<file path="src/rtl/l3_hdr_rx.sv">
// rtl/l3_hdr_rx.sv - L3 header receiver and payload splitter
//
// Assembles the 6-byte L3 header (ID, opcode, extend[15:0], size[15:0]) from
// the layer-2 byte stream. It presents the header with a one-cycle l3_en
// strobe and forwards the payload bytes that follow on wr_vld/wr_data.
//
// Ports
//   clk, rst       clock, asynchronous active-high reset
//   clr_core       synchronous clear, same effect as reset
//   dev_id         device ID compared with ID-byte lower nibble
//   l2_sof/l2_vld/l2_data/l2_eof   layer-2 byte stream with frame markers
//   l3_en          one-cycle header-complete strobe
//   l3_op, l3_extend, l3_size, core_sel, id_err   held header fields
//   wr_vld, wr_data   payload byte strobe and byte
//   hdr_err        pulse: frame ended before header complete
//   len_err        pulse: payload count differed from l3_size at EOF
module l3_hdr_rx #(
    parameter logic [3:0] CORE_GRP = 4'h1
) (
    input  logic        clk,
    input  logic        rst,
    input  logic        clr_core,
    input  logic [3:0]  dev_id,
    input  logic        l2_sof,
    input  logic        l2_vld,
    input  logic [7:0]  l2_data,
    input  logic        l2_eof,
    output logic        l3_en,
    output logic [7:0]  l3_op,
    output logic [15:0] l3_extend,
    output logic [15:0] l3_size,
    output logic        core_sel,
    output logic        id_err,
    output logic        wr_vld,
    output logic [7:0]  wr_data,
    output logic        hdr_err,
    output logic        len_err
);

    typedef enum logic [1:0] {IDLE, HDR, PAYLOAD, DROP} state_t;

    state_t      state_q, state_d;
    logic [2:0]  hdr_idx_q;
    logic [15:0] rem_q, rem_d;
    logic        ovf_q, ovf_d;

    // Shadow copies of a header still being received
    logic [7:0]  op_sh_q;
    logic [15:0] ext_sh_q;
    logic [7:0]  size_hi_sh_q;
    logic        sel_sh_q;
    logic        ierr_sh_q;

    logic        l3_en_q, core_sel_q, id_err_q, wr_vld_q, hdr_err_q, len_err_q;
    logic [7:0]  l3_op_q, wr_data_q;
    logic [15:0] l3_extend_q, l3_size_q;

    logic        hdr_last;
    logic [15:0] size_full;
    logic        id_sel, id_mis;
    logic        close_hdr_err, close_len_err;

    assign size_full = {size_hi_sh_q, l2_data};
    assign hdr_last  = (state_q == HDR) && l2_vld && (hdr_idx_q == 3'd5);
    assign id_sel    = (l2_data[7:4] == CORE_GRP);
    assign id_mis    = (l2_data[3:0] != dev_id);

    // Frame state after this cycle's byte has been consumed, before any EOF.
    always_comb begin
        state_d = state_q;
        rem_d   = rem_q;
        ovf_d   = ovf_q;
        case (state_q)
            HDR: begin
                if (hdr_last) begin
                    rem_d   = size_full;
                    state_d = (size_full != 16'd0) ? PAYLOAD : DROP;
                end
            end
            PAYLOAD: begin
                if (l2_vld) begin
                    rem_d = rem_q - 16'd1;
                    if (rem_q == 16'd1) begin
                        state_d = DROP;
                    end
                end
            end
            DROP: begin
                if (l2_vld) begin
                    ovf_d = 1'b1;
                end
            end
            default: ;
        endcase
    end

    // Status of the frame being closed. With a coincident SOF the same-cycle
    // byte belongs to the new frame, so the old frame is judged as it stood.
    always_comb begin
        close_hdr_err = 1'b0;
        close_len_err = 1'b0;
        if (l2_sof) begin
            close_hdr_err = (state_q == HDR);
            close_len_err = (state_q == PAYLOAD) || ((state_q == DROP) && ovf_q);
        end else begin
            close_hdr_err = (state_d == HDR);
            close_len_err = (state_d == PAYLOAD) || ((state_d == DROP) && ovf_d);
        end
    end

    always_ff @(posedge clk or posedge rst) begin
        if (rst) begin
            state_q      <= IDLE;
            hdr_idx_q    <= 3'd0;
            rem_q        <= 16'd0;
            ovf_q        <= 1'b0;
            op_sh_q      <= 8'd0;
            ext_sh_q     <= 16'd0;
            size_hi_sh_q <= 8'd0;
            sel_sh_q     <= 1'b0;
            ierr_sh_q    <= 1'b0;
            l3_en_q      <= 1'b0;
            l3_op_q      <= 8'd0;
            l3_extend_q  <= 16'd0;
            l3_size_q    <= 16'd0;
            core_sel_q   <= 1'b0;
            id_err_q     <= 1'b0;
            wr_vld_q     <= 1'b0;
            wr_data_q    <= 8'd0;
            hdr_err_q    <= 1'b0;
            len_err_q    <= 1'b0;
        end else if (clr_core) begin
            state_q      <= IDLE;
            hdr_idx_q    <= 3'd0;
            rem_q        <= 16'd0;
            ovf_q        <= 1'b0;
            op_sh_q      <= 8'd0;
            ext_sh_q     <= 16'd0;
            size_hi_sh_q <= 8'd0;
            sel_sh_q     <= 1'b0;
            ierr_sh_q    <= 1'b0;
            l3_en_q      <= 1'b0;
            l3_op_q      <= 8'd0;
            l3_extend_q  <= 16'd0;
            l3_size_q    <= 16'd0;
            core_sel_q   <= 1'b0;
            id_err_q     <= 1'b0;
            wr_vld_q     <= 1'b0;
            wr_data_q    <= 8'd0;
            hdr_err_q    <= 1'b0;
            len_err_q    <= 1'b0;
        end else begin
            l3_en_q   <= 1'b0;
            wr_vld_q  <= 1'b0;
            hdr_err_q <= 1'b0;
            len_err_q <= 1'b0;

            if (l2_sof) begin
                // Close any open frame (errors only on a coincident EOF),
                // then restart header collection.
                hdr_err_q <= l2_eof && close_hdr_err;
                len_err_q <= l2_eof && close_len_err;
                state_q   <= HDR;
                rem_q     <= 16'd0;
                ovf_q     <= 1'b0;
                if (l2_vld) begin
                    sel_sh_q  <= id_sel;
                    ierr_sh_q <= id_mis;
                    hdr_idx_q <= 3'd1;
                end else begin
                    hdr_idx_q <= 3'd0;
                end
            end else begin
                if (l2_eof) begin
                    state_q   <= IDLE;
                    rem_q     <= 16'd0;
                    ovf_q     <= 1'b0;
                    hdr_idx_q <= 3'd0;
                    hdr_err_q <= close_hdr_err;
                    len_err_q <= close_len_err;
                end else begin
                    state_q <= state_d;
                    rem_q   <= rem_d;
                    ovf_q   <= ovf_d;
                    if (hdr_last) begin
                        hdr_idx_q <= 3'd0;
                    end else if ((state_q == HDR) && l2_vld) begin
                        hdr_idx_q <= hdr_idx_q + 3'd1;
                    end
                end

                if ((state_q == HDR) && l2_vld) begin
                    case (hdr_idx_q)
                        3'd0: begin
                            sel_sh_q  <= id_sel;
                            ierr_sh_q <= id_mis;
                        end
                        3'd1: op_sh_q        <= l2_data;
                        3'd2: ext_sh_q[15:8] <= l2_data;
                        3'd3: ext_sh_q[7:0]  <= l2_data;
                        3'd4: size_hi_sh_q   <= l2_data;
                        3'd5: begin
                            // Header complete: publish shadows to outputs
                            l3_en_q     <= 1'b1;
                            l3_op_q     <= op_sh_q;
                            l3_extend_q <= ext_sh_q;
                            l3_size_q   <= size_full;
                            core_sel_q  <= sel_sh_q;
                            id_err_q    <= ierr_sh_q;
                        end
                        default: ;
                    endcase
                end

                if ((state_q == PAYLOAD) && l2_vld) begin
                    wr_vld_q  <= 1'b1;
                    wr_data_q <= l2_data;
                end
            end
        end
    end

    assign l3_en     = l3_en_q;
    assign l3_op     = l3_op_q;
    assign l3_extend = l3_extend_q;
    assign l3_size   = l3_size_q;
    assign core_sel  = core_sel_q;
    assign id_err    = id_err_q;
    assign wr_vld    = wr_vld_q;
    assign wr_data   = wr_data_q;
    assign hdr_err   = hdr_err_q;
    assign len_err   = len_err_q;

endmodule
</file>
<file path="config.mk">
export PLATFORM = sky130hd
export DESIGN_NAME = l3_hdr_rx
export DESIGN_NICKNAME = d
export VERILOG_FILES = /design/src/rtl/l3_hdr_rx.sv
export SDC_FILE = /design/constraint.sdc
export NUM_CORES = 1
export LEC_CHECK = 0
export BUFFER_PORTS_ARGS = -buffer_cell sky130_fd_sc_hd__buf_2
export CORE_MARGIN = 1.5
export CORE_UTILIZATION = 25
export CTS_BUF_LIST = sky130_fd_sc_hd__clkbuf_8
export DETAILED_ROUTE_END_ITERATION = 10
export GPL_ROUTABILITY_DRIVEN = 0
export PLACE_DENSITY = 0.49
export SLEW_MARGIN = 5
export SYNTH_ARGS = -nofsm -noshare
export SYNTH_HDL_FRONTEND = slang
export SYNTH_SLANG_ARGS = --single-unit
</file>
<file path="constraint.sdc">
create_clock -name clk -period 4.1 [get_ports clk]
set_input_delay 0 -clock clk [delete_from_list [all_inputs] [get_ports clk]]
set_output_delay 0 -clock clk [all_outputs]
set_load 0.005 [all_outputs]
</file>
Yosys cells after proc, flatten, opt, wreduce, memory -nomap -nowiden
Cells that the tools add are included.
- equal/unequal tests: 18
- shifts and indexed selects: 0
- bitwise logic cells: 0
- $add $sub $neg: 2
- reductions and logical operators: 30
- multiply operators: 0
- mux-type cells: 86
- order comparisons: 0
- div/mod/pow operators: 0
- operator list (cell ; number):
    $mux W16 ; 16
    $mux W8 ; 17
    $mux W1 ; 40
    $pmux W16 S2 ; 1
    $reduce_and A3 Y1 ; 7
    $eq A16 B1 Y1 const B ; 1
    $reduce_bool A16 Y1 ; 1
    $sub A16 B1 Y16 const B ; 1
    $mux W3 ; 5
    $reduce_bool A2 Y1 ; 7
    $mux W2 ; 6
    $ne A5 B5 Y1 const B ; 2
    $reduce_bool A5 Y1 ; 2
    $eq A2 B2 Y1 const B ; 4
    $logic_and A1 B1 Y1 ; 7
    $eq A3 B2 Y1 const B ; 2
    $eq A3 B3 Y1 const B ; 2
    $reduce_bool A3 Y1 ; 2
    $eq A2 B1 Y1 const B ; 2
    $eq A4 B1 Y1 const B ; 1
    $ne A4 B4 Y1 ; 1
    $pmux W2 S2 ; 1
    $add A3 B1 Y3 const B ; 1
    $eq A3 B1 Y1 const B ; 1
    other kinds (5) ; 6
- ROM bits: 0
- logic and storage cells: 156
- memories kept: 0
- output and inout bits: 54
- input bits: 18
- latch bits: 0
- bits in registers: 110
- RAM bits: 0

Longest topological paths before layout
- word-level depth: 12
- depth in mapped cells: 9

Least setup slack after synthesis
No wires, ideal clock.
- kind: reg2reg
- start point: register rem_q[2]
- end point: register rem_q[7]
- cell stages (with the launch flop): 6
- setup slack: 2090 ps
- buffers on the path: 0
- arrival: 1888 ps
- cells stage by stage: dfrtp_1 or3_4 or3_1 or3_1 or3_1 o2111a_1
- word-level cells in the longest chain between the ends: 6
- RTL lines (what ; RTL line ; source):
    start, declared ; 44 ; logic [15:0] rem_q, rem_d;
    start signal, assigned ; 183 ; rem_q <= rem_d;
    $sub A16 B1 Y16 ; 82 ; rem_d = rem_q - 16'd1;
    $mux W16 ; 81 ; if (l2_vld) begin
    $pmux W16 S2 ; 73 ; case (state_q)
    $mux W16 ; 174 ; if (l2_eof) begin
    $mux W16 ; 158 ; if (l2_sof) begin
    $mux W16 ; 132 ; end else if (clr_core) begin
Every way passes these cells. The select of a mux whose other input is x is not followed.
A chain may end at the register's enable or synchronous reset.

Final worst setup path
- start point: register state_q[0]
- end point: register state_q[0]
- word-level cells in the longest chain between the ends: 8
- elaborated cells on any way between the ends: 11
- RTL lines (what ; RTL line ; source):
    start, declared ; 42 ; state_t state_q, state_d;
    start signal, assigned ; 182 ; state_q <= state_d;
    $eq A2 B1 Y1 ; 64, 73 ;
    $logic_and A1 B1 Y1 (2 in series) ; 64 ; assign hdr_last = (state_q == HDR) && l2_vld && (hdr_idx_q == 3'd5);
    $mux W2 ; 75 ; if (hdr_last) begin
    $pmux W2 S2 * ; 73 ;
    $mux W2 * ; 174 ;
    $mux W2 * ; 158 ;
    $mux W2 * ; 132 ;
Mark *: on every way between the ends. The rest lies on a longest branch, timed or not.

==> results.json <==
{
  "status": "complete, no violations",
  "syn-num-nets": 587,
  "avgRoutedWirePerCell_um": 15.7,
  "clock_sinks": 110,
  "drc": 0,
  "route.met3.wl_um": 518,
  "worstPathMaxFanout": 26,
  "maxSlewViolCount": 0,
  "critical_path_class": "flop to flop",
  "fp.dieW_um": 146,
  "design_area_sq_mm": 0.00600,
  "multiInputGateArea_sq_mm": 0.00216,
  "rrSetupSlack_ps": 1040,
  "hold_viol": 0,
  "stdcell_count": 897,
  "core_area_sq_mm": 0.0202,
  "hpwlAfterDp_um": 9640,
  "wl_met2_um": 6620,
  "grt_max_degree": 86,
  "regArea_sq_mm": 0.00275,
  "p_sw_w": 0.000538,
  "antenna_found_initial": 0,
  "yosysWarnings": 0,
  "hold_class": "input port to flop",
  "yosys.area.top_type": "dfrtp_1",
  "worstSetupEndpointType": "flop",
  "leakage_nw": 2.73,
  "fp-row-count": 52,
  "num_antenna_cells": 0,
  "cts_buffers": 9,
  "power.internal_w": 0.00139,
  "nFillCells": 2154,
  "pwr-share-clk_pct": 34.7,
  "initial_utilization_pct": 25.5,
  "htreeDepth": 3,
  "p_seq_share_pct": 58.4,
  "layout-drive-gt1-share_pct": 16.1,
  "slew_headroom_pct": 21.5,
  "yosysTopAreaCellShare_pct": 53.6,
  "cts.path.max_buffers": 2,
  "nets": 651,
  "ys_seq_elements": 110,
  "synth_cells": 558,
  "worstHoldStart": "l2_vld",
  "fp.dieH_um": 146,
  "io_pins": 72,
  "drt_iter0_drc": 317,
  "root_buffer": "clkbuf_8",
  "synth-edff-count": 0,
  "overflow": 0,
  "routed.top_layer": "met4",
  "track_usage_pct": 13.6,
  "cp.arrival_ps": 3400,
  "clk_latency_ps": 400,
  "synthDistinctLibCells": 53,
  "reg2reg_to": "state_q[0]",
  "holdPathEnd": "ovf_q",
  "power_density_mw_per_mm2": 321,
  "finalCritPeriodShare_pct": 74.6,
  "vdd_drop_max_v": 0.000151,
  "setup_tns_ps": 0,
  "hold_depth": 3,
  "wl_um": 14100,
  "synth_top_flop_cell": "dfrtp_1",
  "synthesis.area_sq_mm": 0.00514,
  "yosysSeqAreaShare_pct": 53.6,
  "place_area_sq_mm": 0.00569,
  "swShare_pct": 27.9,
  "worst-endpoint-required_ps": 4440,
  "drv_cap": 0,
  "drtAntennaViolNets": 0,
  "finalClockSkew_ps": 15.2,
  "combPwrFrac_pct": 6.9,
  "vias": 4191,
  "grt_pass1_wl_um": 22900,
  "synth-async-reset-ratio_pct": 100,
  "synth_area_leaders": "dfrtp_1 54%, nand2_1 11%, a21oi_1 7.0%",
  "clk_pin_slew_worst_paths_ps": 120,
  "port_buffers": 71,
  "first_global_vias": 4204,
  "worstMarginPinSlew_ps": 1170,
  "firstDrtPassIters": 4,
  "dieArea_sq_mm": 0.0214,
  "grt_setup_unrepaired": "false",
  "viasPerCell": 4.67,
  "clock.fmax_mhz": 327,
  "syn_area_per_cell_sq_um": 9.21,
  "r2r_start": "state_q[0]",
  "syn2layout_area_growth_pct": 16.9,
  "crit_path_start_kind": "flop",
  "fin_crit_ps": 3060,
  "wl_met1_um": 6770,
  "cts.repair.resized": 0,
  "tritoncts": "done",
  "placedCellCount": 869,
  "reg2reg_depth": 8,
  "setup_viol_count_final": 0
}
-- sequential cells by signal (all words and copies together) (netlist names) --
register	flops
op_sh_q	8
wr_data	8
size_hi_sh_q	8
l3_size	16
rem_q	16
len_err	1
id_err	1
ext_sh_q	16
state_q	2
l3_extend	16
hdr_err	1
l3_en	1
sel_sh_q	1
l3_op	8
wr_vld	1
core_sel	1
hdr_idx_q	3
ovf_q	1
ierr_sh_q	1
-- how the worst max path moves through the flow --
| stage | from | endpoint | slack, ps |
|---|---|---|---|
| finish | state_q[0] | state_q[0] | 1040 |
| global route | state_q[0] | state_q[0] | 810 |
| CTS | state_q[0] | state_q[0] | 1080 |
| detailed placement | state_q[1] | id_err | 1430 |
| global placement | state_q[0] | rem_q[11] | 1490 |
| floorplan | rst | core_sel | 1200 |
-- metrics by stage --
step | setup WS (ps) | power, W | hold WS [ps] | utilization [%]
6_report | 1040 | 0.00193 | 40.0 | 29.8
5_1_grt | 805 | 0.00201 | 75.0 | 29.8
4_1_cts | 1080 | 0.00196 | 28.2 | 29.8
3_5_place_dp | 1430 | 0.00127 | 329 | 28.2
3_3_place_gp | 1490 | 0.00127 | 314 | 28.2
2_1_floorplan | 1200 | 0.00122 | 131 | -
-- area by class of cell --
cell class | instances | area share (%)
clock buffers | 9 | 2.06
clock inverters | 7 | 1.23
inverters | 12 | 0.792
multi-input cells | 402 | 36.0
flip-flops and latches | 110 | 45.9
well taps | 270 | 5.63
repair buffers | 87 | 8.42
-- worst max-delay path, stage by stage (launching register included) --
cell and delay [ps]:
dfrtp_1 430, inv_1 100, ha_1 770, nand2b_1 210, nor2_1 250, nand2_1 80
o31ai_1 410, o31a_1 190, dlygate4sd3_1 550
-- placed cells by master (no fill, tap or decap), drive strengths merged, types with 2 or more instances in the layout --
master       Yosys  layout
nand2          147     147
dfrtp          110     110
buf              4      75
a21oi           72      72
o21ai           35      35
nor2            24      24
inv             12      18
nand2b          12      12
dlygate4sd3      0      12
ha              11      11
nor3            10      10
clkbuf          30       9
mux2i            8       8
or3              8       8
nor4             7       7
a31oi            5       5
o2bb2ai          5       5
and2             5       5
or4              4       4
nand3            4       4
a211oi           4       4
o31ai            4       4
xnor2            4       4
a22oi            3       3
mux2             3       3
nand4            2       2
o32ai            2       2
a32o             2       2
a41oi            2       2
and3             2       2
-- cells by family (layout without fill, tap and decap cells) --
| logic type | after synthesis | after routing | synth area share [%] |
|---|---|---|---|
| and+or+nand+nor | 232 | 232 | 20.2 |
| muxes | 11 | 11 | 2.22 |
| xor gates and xnor gates | 4 | 4 | 0.682 |
| DFF | 110 | 110 | 53.6 |
| buffers and inverters | 46 | 115 | 4.34 |
| adders and majority gates | 11 | 11 | 2.68 |
| AOI/OAI and AO/OA | 144 | 144 | 16.3 |
-- synthesized netlist by cell type (2+ instances only) --
cell	number
nor2_1	24
nand2b_1	12
or3_1	6
a31oi_1	5
or4_1	4
dfrtp_1	110
o2bb2ai_1	5
a211oi_1	4
a22oi_1	3
nor4_1	6
a41oi_1	2
o21ai_0	35
buf_6	2
and3_1	2
o31ai_1	4
mux2_2	3
mux2i_1	8
clkbuf_8	3
nor3_1	10
inv_1	12
a21oi_1	72
xnor2_1	4
ha_1	11
and2_1	4
nand2_1	147
nand4_1	2
a32o_1	2
clkbuf_1	27
nand3_1	4
o32ai_1	2
-- power by group through the flow --
stage / Clock (W) / Sequential, W / Combinational (W)
after floorplan: 0 / 0.00114 / 0.0000788
after global placement: 0 / 0.00115 / 0.000122
after detailed placement: 0 / 0.00115 / 0.000126
after CTS: 0.000704 / 0.00113 / 0.000135
after global routing: 0.000736 / 0.00113 / 0.000149
final: 0.000670 / 0.00113 / 0.000132
-- repair_timing --
item / 4_1_cts / 5_1_grt
hold buffers: 12 / 0
buffers inserted: 0 / 0
endpoints found under the hold margin: 112 / 0
-- metal layers --
| layer | GRT usage (%) | vias to the layer above |
|---|---|---|
| li1 | - | 2045 |
| met1 | 18.4 | 2037 |
| met2 | 21.9 | 93 |
| met3 | 2.81 | 16 |
| met4 | 3.89 | 0 |
| met5 | 0 | - |
Note: power is estimated with default switching activity, not from simulation.
